`src/rtl/fetch_pkg.sv`:
```
// fetch_pkg: widths, constants and types shared by the fetch stage and its FIFOs
package fetch_pkg;
    localparam int PC_W = 27;
    localparam int INST_W = 32;
    localparam int DEPTH = 4;
    localparam int CNT_W = $clog2(DEPTH) + 1;
    localparam logic [PC_W-1:0] RESET_PC = 27'd16308;
    localparam logic [INST_W-1:0] NOP_INST = 32'h0000_0013;
    typedef logic [PC_W-1:0] pc_t;
    typedef logic [INST_W-1:0] inst_t;
endpackage

```
`src/rtl/sync_fifo.sv`:
```
// sync_fifo: single-clock FIFO with synchronous clear
// Ports: push/din write, pop reads the head shown on dout, clear empties it,
// count/full/empty report occupancy. Push on a full FIFO is accepted only
// when a pop happens in the same cycle.
module sync_fifo #(
    parameter int W = 8,
    parameter int D = 4,
    localparam int CW = $clog2(D) + 1
) (
    input  logic          clk,
    input  logic          push,
    input  logic          pop,
    input  logic          clear,
    input  logic [W-1:0]  din,
    output logic [W-1:0]  dout,
    output logic [CW-1:0] count,
    output logic          full,
    output logic          empty
);
    localparam int AW = $clog2(D);
    logic [W-1:0] r_mem [D];
    logic [AW-1:0] r_rd, r_wr;
    logic [CW-1:0] r_count;
    logic w_push, w_pop;
    always_comb begin
        empty = r_count == '0;
        full = r_count == CW'(D);
        w_pop = pop && !empty;
        w_push = push && (!full || w_pop);
        dout = r_mem[r_rd];
        count = r_count;
    end
    always_ff @(posedge clk) begin
        if (w_push && !clear) r_mem[r_wr] <= din;
    end
    always_ff @(posedge clk) begin
        if (clear) begin
            r_rd <= '0;
            r_wr <= '0;
            r_count <= '0;
        end else begin
            if (w_push) r_wr <= r_wr + 1'b1;
            if (w_pop) r_rd <= r_rd + 1'b1;
            r_count <= r_count + CW'(w_push) - CW'(w_pop);
        end
    end
endmodule

```
`src/rtl/fetch_stage.sv`:
```
// fetch_stage: issues instruction-memory reads for the current PC and pairs responses with their PCs for decode
// Ports: clk/rst (sync, active-high); pc/flush from the PC register, pc_adv back to it;
// imem_req_* request channel, imem_resp_* in-order responses; dec_* valid/ready output to decode.
module fetch_stage import fetch_pkg::*; (
    input  logic            clk,
    input  logic            rst,
    input  pc_t             pc,
    input  logic            flush,
    output logic            pc_adv,
    output logic            imem_req_valid,
    input  logic            imem_req_ready,
    output logic [PC_W-3:0] imem_req_addr,
    input  logic            imem_resp_valid,
    input  inst_t           imem_resp_data,
    output logic            dec_valid,
    input  logic            dec_ready,
    output inst_t           dec_inst,
    output pc_t             dec_pc
);
    logic [CNT_W-1:0] r_drop_cnt, w_tag_count, w_data_count, w_inflight;
    logic [CNT_W:0] w_occupancy;
    logic w_req_valid, w_req_fire, w_resp_drop, w_resp_push, w_pop, w_clear;
    logic w_tag_full, w_tag_empty, w_data_full, w_data_empty, w_unused;
    pc_t w_tag_head;
    inst_t w_data_head;
    always_comb begin
        w_inflight = w_tag_count - w_data_count;
        // stale responses still to come occupy slots just like live tags
        w_occupancy = {1'b0, w_tag_count} + {1'b0, r_drop_cnt};
        w_req_valid = !rst && !flush && w_occupancy < (CNT_W + 1)'(DEPTH);
        w_req_fire = w_req_valid && imem_req_ready;
        w_resp_drop = imem_resp_valid && r_drop_cnt != '0;
        // a response with nothing in flight is a protocol error and is ignored
        w_resp_push = imem_resp_valid && !flush && r_drop_cnt == '0 && w_inflight != '0;
        w_pop = dec_valid && dec_ready && !flush;
        w_clear = rst || flush;
        pc_adv = !rst && (w_req_fire || flush);
        imem_req_valid = w_req_valid;
        imem_req_addr = pc[PC_W-1:2];
        dec_valid = !rst && !w_data_empty;
        dec_inst = rst ? '0 : w_data_head;
        dec_pc = rst ? '0 : w_tag_head;
        w_unused = &{1'b0, w_tag_full, w_tag_empty, w_data_full, pc[1:0]};
    end
    always_ff @(posedge clk) begin
        if (rst) r_drop_cnt <= '0;
        else if (flush) r_drop_cnt <= r_drop_cnt + w_inflight - CNT_W'(imem_resp_valid);
        else if (w_resp_drop) r_drop_cnt <= r_drop_cnt - CNT_W'(1);
    end
    sync_fifo #(.W(PC_W), .D(DEPTH)) u_tags (
        .clk(clk), .push(w_req_fire), .pop(w_pop), .clear(w_clear), .din(pc),
        .dout(w_tag_head), .count(w_tag_count), .full(w_tag_full), .empty(w_tag_empty)
    );
    sync_fifo #(.W(INST_W), .D(DEPTH)) u_data (
        .clk(clk), .push(w_resp_push), .pop(w_pop), .clear(w_clear), .din(imem_resp_data),
        .dout(w_data_head), .count(w_data_count), .full(w_data_full), .empty(w_data_empty)
    );
    a_no_orphan_resp: assert property (@(posedge clk) disable iff (rst)
        !(imem_resp_valid && w_inflight == '0 && r_drop_cnt == '0));
endmodule

```
`config.mk`:
```
export PLATFORM = sky130hd
export DESIGN_NAME = fetch_stage
export DESIGN_NICKNAME = d
export VERILOG_FILES = /design/src/rtl/fetch_pkg.sv /design/src/rtl/sync_fifo.sv /design/src/rtl/fetch_stage.sv
export SDC_FILE = /design/constraint.sdc
export NUM_CORES = 1
export LEC_CHECK = 0
export ABC_CLOCK_PERIOD_IN_PS = 3430
export BUFFER_PORTS_ARGS = -buffer_cell sky130_fd_sc_hd__buf_2
export CORE_ASPECT_RATIO = 0.7
export CORE_MARGIN = 3
export CORE_UTILIZATION = 55
export CTS_CLUSTER_SIZE = 16
export DETAILED_ROUTE_END_ITERATION = 16
export PLACE_DENSITY = 0.84
export SETUP_SLACK_MARGIN = 0.4
export SLEW_MARGIN = 20
export SYNTH_ARGS = -nofsm -noshare
export SYNTH_HDL_FRONTEND = slang
export SYNTH_SLANG_ARGS = --single-unit
```
`constraint.sdc`:
```
create_clock -name clk -period 3.43 [get_ports clk]
set_input_delay 0 -clock clk [delete_from_list [all_inputs] [get_ports clk]]
set_output_delay 0 -clock clk [all_outputs]
set_load 0.01 [all_outputs]
```
* Yosys cells after proc, flatten, opt, wreduce, memory -nomap -nowiden
Memories as Yosys holds them, arrays and structs flattened. A register that Yosys moved wholly into a read port is not among the register bits. Index checks and enable logic that the tools add are counted.
Storage, ports and cells: output and inout port bits 87, bits of input ports 65, logic and storage cells 71, memories kept 2, RAM bits 236, register bits 17
Cells by class: muxes and demuxes 12, order comparisons 1, reduce and logical (&&, ||, !) cells 34, equality and inequality tests 2, add/sub/neg operators 13
Memories:
- u_data.r_mem | depth 4, width 32, rd ports 1, clocked after memory_dff 1, write ports 1, line sync_fifo.sv:21 | logic [W-1:0] r_mem [D];
- u_tags.r_mem | depth 4, width 27, rd ports 1, clocked after memory_dff 1, write ports 1, line sync_fifo.sv:21
Operator list (count):
- $mux W32 | 1
- $mux W27 | 1
- $logic_and A1 B1 Y1 | 17
- $logic_not A3 Y1 | 3
- $sub A3 B1 Y3 | 3
- $add A2 B1 Y2 const B | 4
- $mux W2 | 4
- $logic_not A1 Y1 | 7
- $add A3 B1 Y3 | 2
- $eq A3 B3 Y1 const B | 2
- $mux W3 | 2
- $reduce_bool A3 Y1 | 2
- $add A3 B3 Y4 | 1
- $logic_or A1 B1 Y1 | 4
- $lt A4 B3 Y1 const B | 1
- $mux W1 | 4
- $add A3 B3 Y3 | 1
- $sub A3 B1 Y3 const B | 1
- $sub A3 B3 Y3 | 1
- $reduce_bool A2 Y1 | 1

* Logic depth before layout (Yosys ltp)
depth in word-level cells 11, depth in mapped cells 11

* Hierarchy
From an unflattened synthesis, not the netlist that was laid out.
Unflattened totals: cell total of the unflattened synthesis 545, area, all modules 10470.0 sq um
Modules (own cells, without submodules):
- sync_fifo (u_data) | cells each 215, area each 5083.6 sq um, instances 1
- sync_fifo (u_tags) | cells each 189, area each 4361.7 sq um, instances 1
- fetch_stage | cells each 141, area each 1024.7 sq um, instances 1

* Least setup slack after synthesis
No wires, ideal clock.
path type reg-to-reg, start point register u_tags.r_count[0] (netlist: u_tags.count[0]), end point memory u_data.r_mem[0][0] (netlist bit), enable pin, period minus slack after synthesis 2819 ps, stages on the path, launching flop included 8, setup time 392 ps, arrival 2427 ps, path slack 611 ps, path buffers 0, cells stage by stage dfxtp_1 -> inv_1 -> ha_1 -> fa_1 -> xnor3_1 -> and3_1 -> nor2_1 -> and3_1
Between the ends: longest elaborated chain between the ends 7
Ends and longest elaborated chain:
- start: declaration | line sync_fifo.sv:23 | logic [CW-1:0] r_count;
- start signal: assignment | line sync_fifo.sv:44 | r_count <= r_count + CW'(w_push) - CW'(w_pop);
- $sub A3 B3 Y3 | line fetch_stage.sv:27 | w_inflight = w_tag_count - w_data_count;
- $reduce_bool A3 Y1 | line fetch_stage.sv:34 | w_resp_push = imem_resp_valid && !flush && r_drop_cnt == '0 && w_inflight != '0;
- $logic_and A1 B1 Y1 | line fetch_stage.sv:34
- $logic_and A1 B1 Y1 | line sync_fifo.sv:29 | w_push = push && (!full || w_pop);
- $logic_and A1 B1 Y1 | line sync_fifo.sv:34 | if (w_push && !clear) r_mem[r_wr] <= din;
- $mux W1 | line sync_fifo.sv:34
- $mux W1 (not written as such) | line sync_fifo.sv:34
- end: declaration | line sync_fifo.sv:21
No other way between the ends.

* Worst setup path after layout
start point register u_tags.r_count[0] (netlist: u_tags.count[0]), end point register r_drop_cnt[1]
Between the ends: longest elaborated chain between the ends 4
Ends and longest elaborated chain:
- $sub A3 B3 Y3 | line fetch_stage.sv:27
- $add A3 B3 Y3 | line fetch_stage.sv:47 | else if (flush) r_drop_cnt <= r_drop_cnt + w_inflight - CNT_W'(imem_resp_valid);
- $sub A3 B1 Y3 | line fetch_stage.sv:47
- $mux W3 | line fetch_stage.sv:47
- end signal: assignment | line fetch_stage.sv:47
- end signal: assignment | line fetch_stage.sv:48 | else if (w_resp_drop) r_drop_cnt <= r_drop_cnt - CNT_W'(1);
- end: declaration | line fetch_stage.sv:20 | logic [CNT_W-1:0] r_drop_cnt, w_tag_count, w_data_count, w_inflight;
No other way between the ends. A chain may end at the register's enable or synchronous reset.

==> results.sh <==
export IMPL_fin_ws_ns=0.478
export IMPL_synth_cell_type_count=40
export IMPL_irDropWorstVdd_v=0.000391
export IMPL_insertion_delay_ns=0.50
export IMPL_synthAdderAreaFrac=0.0303
export IMPL_muxShareOfSynthArea=0.130
export IMPL_syn_inst=559
export IMPL_viasPerCell=5.63
export IMPL_dieArea_um2=20800
export IMPL_vias=5745
export IMPL_tightest_slew_ns=0.967
export IMPL_num_rows=41
export IMPL_h_tree_depth=1
export IMPL_port_buffers=151
export IMPL_die_height_um=122
export IMPL_r2r_slack_ns=0.48
export IMPL_grt_usage=0.212
export IMPL_slowest_delay_ns=0.57
export IMPL_rsz0062_at_grt="no"
export IMPL_seqPwrFrac=0.539
export IMPL_first_pass_iters=5
export IMPL_cts_inserted_buffers=24
export IMPL_synth_compound_gate_area_share=0.0119
export IMPL_max_freq_mhz=339
export IMPL_cts_num_sinks=257
export IMPL_ys_seq_area_frac=0.715
export IMPL_dpl_cell_area_um2=11400
export IMPL_drc=0
export IMPL_tns_ns=0
export IMPL_yosys_warnings=0
export IMPL_grt_overflow=0
export IMPL_clkPwrFrac=0.397
export IMPL_clk_pin_slew_ns=0.07
export IMPL_final_cell_mix="edfxtp_1, buf_2, dlygate4sd3_1, nor2b_1, mux4_2"
export IMPL_powerDensity_nw_per_um2=505
export IMPL_p_int_mw=5.13
export IMPL_nFillCells=1132
export IMPL_worst_ep_required_time_ns=3.88
export IMPL_drv_cap=0
export IMPL_p_comb_frac=0.064
export IMPL_synth_ff_latch_count=257
export IMPL_netlist_area_um2=10500
export IMPL_start_util=0.571
export IMPL_synth_top_family_by_area="multiplexers"
export IMPL_regArea_um2=7510
export IMPL_grt_start_max_net_pins=57
export IMPL_dp_slack_ns=0.600
export IMPL_fin_nets=852
export IMPL_cts_root_buffer="clkbuf_16"
export IMPL_slew_headroom=0.355
export IMPL_whs_ns=0.0433
export IMPL_period_share=0.861
export IMPL_switchingPower_mw=1.32
export IMPL_multi_input_comb_area_um2=2630
export IMPL_dieWidth_um=171
export IMPL_grt_pass1_vias=6235
export IMPL_final_common_cell="edfxtp_1"
export IMPL_crit_chain="inv_1 -> ha_1 -> fa_1 -> ha_1 -> fa_1 -> nand2b_1 -> a21oi_1 -> dlygate4sd3_1"
export IMPL_finalHoldViolCount=0
export IMPL_avgSynthCellArea_um2=18.8
export IMPL_design_power_total_mw=6.45
export IMPL_syn_nets=647
export IMPL_postCtsSetupBuffers=0
export IMPL_status="completed"
export IMPL_place_congestion=0.791
export IMPL_post_route_min_period_ns=2.95
export IMPL_dp_cells=910
export IMPL_cts_tree="built"
export IMPL_hold_class="in2reg"
export IMPL_drv_slew=0
export IMPL_drive_above_1_share=0.340
export IMPL_synth_simple_area_share=0.0675
export IMPL_final_antenna_net_count=0
export IMPL_top_level_ports=152
export IMPL_design_area_um2=12800
export IMPL_final_util=0.696
export IMPL_dp_hpwl_mm=12.6
export IMPL_wire_per_inst_um=21.3
export IMPL_routed_wl_mm=21.7
export IMPL_final_cells=1020
export IMPL_critical_path_arrival_ns=3.40
export IMPL_coreArea_um2=18400
export IMPL_grt_pass1_wl_mm=34.0
export IMPL_critPathLaunchType="flip-flop"
export IMPL_skew_ns=0.0112
export IMPL_crit_fanout=4
export IMPL_crit_type="reg2reg"
export IMPL_drt_initial_drc_count=509
export IMPL_critPathCaptureType="flip-flop"
export IMPL_p_sw_frac=0.204
export IMPL_syn_to_final_growth_pct=21.7
export IMPL_synth_xor_area_frac=0.0105
export IMPL_cts_max_path_buffers=3
export IMPL_crit_slowest_cell="dlygate4sd3_1"
export IMPL_p_leak_nw=4.54
export IMPL_antenna_found_initial=2
export IMPL_setup_violations_final=0
-- critical path: cells and delay by family, from the launching register on --
| family | cells | cell delay (ns) |
|---|---|---|
| DFF | 1 | 0.39 |
| and+or+nand+nor | 1 | 0.15 |
| buffers and inverters | 2 | 0.69 |
| AOI/OAI and AO/OA | 1 | 0.15 |
| adders and majority gates | 4 | 1.51 |
-- layout make-up --
type / count / share of cell area
diodes: 2 / 0.000392
clock inverters: 13 / 0.00901
inverters: 18 / 0.00529
flip-flops and latches: 257 / 0.588
well taps: 236 / 0.0231
repair buffers: 229 / 0.118
clock buffers: 31 / 0.0507
multi-input cells: 234 / 0.206
-- power groups by stage --
stage / Clock [mW] / Sequential, mW / Combinational [mW]
after CTS: 2.60 / 3.47 / 0.403
after floorplan: 0 / 3.53 / 0.201
after detailed placement: 0 / 3.54 / 0.337
after global placement: 0 / 3.54 / 0.317
final: 2.56 / 3.47 / 0.413
after global routing: 2.74 / 3.47 / 0.451
-- synth_stat cells --
| cell | instances | area share |
|---|---|---|
| edfxtp_1 | 236 | 0.68 |
| nor2b_1 | 60 | 0.036 |
| mux4_2 | 59 | 0.13 |
| buf_4 | 25 | 0.018 |
| dfxtp_1 | 21 | 0.040 |
| ha_1 | 19 | 0.023 |
| inv_1 | 18 | 0.0064 |
| clkbuf_1 | 17 | 0.0061 |
| nor2_1 | 17 | 0.0061 |
| and3_1 | 10 | 0.0060 |
| nand2_1 | 8 | 0.0029 |
| buf_2 | 7 | 0.0033 |
| xnor2_1 | 6 | 0.0050 |
| a21oi_1 | 5 | 0.0024 |
| nand3_1 | 5 | 0.0024 |
| and2_1 | 4 | 0.0024 |
| fa_1 | 4 | 0.0076 |
| xor2_1 | 4 | 0.0033 |
| mux2i_1 | 3 | 0.0029 |
| nand2b_1 | 3 | 0.0018 |
| or3_1 | 3 | 0.0018 |
| a2111oi_0 | 2 | 0.0017 |
| a311o_1 | 2 | 0.0019 |
| nand4_1 | 2 | 0.0012 |
| nor3_1 | 2 | 0.00095 |
| nor3b_1 | 2 | 0.0014 |
| o21ai_0 | 2 | 0.00095 |
| a2111o_1 | 1 | 0.0011 |
| a211oi_1 | 1 | 0.00072 |
| and4_1 | 1 | 0.00083 |
| buf_6 | 1 | 0.0011 |
| nor3_4 | 1 | 0.0016 |
| o2111ai_1 | 1 | 0.00083 |
| o21bai_1 | 1 | 0.00072 |
| o311a_1 | 1 | 0.00095 |
| o31ai_1 | 1 | 0.00072 |
| or2_2 | 1 | 0.00060 |
| or3b_2 | 1 | 0.00083 |
| or3b_4 | 1 | 0.0011 |
| xnor3_1 | 1 | 0.0021 |
-- repair_timing --
item | CTS | global route
resized for setup | 0 | 4
endpoints found under the setup margin | 0 | 15
hold buffers | 64 | 0
hold endpoints to repair | 244 | 0
-- layer usage --
layer / wire, um / GRT usage
met4: 500 / 0.0593
met2: 11200 / 0.352
met3: 1230 / 0.0370
met1: 8790 / 0.295
met5: 0 / 0
-- sequential cells by signal, summed over array words and instances (netlist names), named ones only --
name	cells
u_data.r_mem	128
u_tags.r_mem	108
r_drop_cnt	3
u_data.count	3
u_tags.count	3
u_data.r_rd	2
u_data.r_wr	2
u_tags.r_rd	2
u_tags.r_wr	2
-- path summary, 6_finish.rpt --
kind | end | from | cells past startpoint
hold reg to reg | u_tags.r_rd[1]$_SDFFE_PP0P_ | u_tags.r_rd[1]$_SDFFE_PP0P_ | 2
setup reg to reg | r_drop_cnt[1]$_SDFFE_PP0P_ | u_tags.count[0]$_SDFF_PP0_ | 8
setup / recovery | r_drop_cnt[1]$_SDFFE_PP0P_ | u_tags.count[0]$_SDFF_PP0_ | 8
hold / removal | u_tags.r_wr[1]$_SDFFE_PP0N_ | imem_req_ready | 4
-- kinds of logic after synthesis --
kind of cell / Yosys count
simple gates: 121
flops: 257
buf+inv: 68
mux: 62
compound gates: 17
fa+ha+maj: 23
xor+xnor: 11
(Power assumes the default switching activity.)
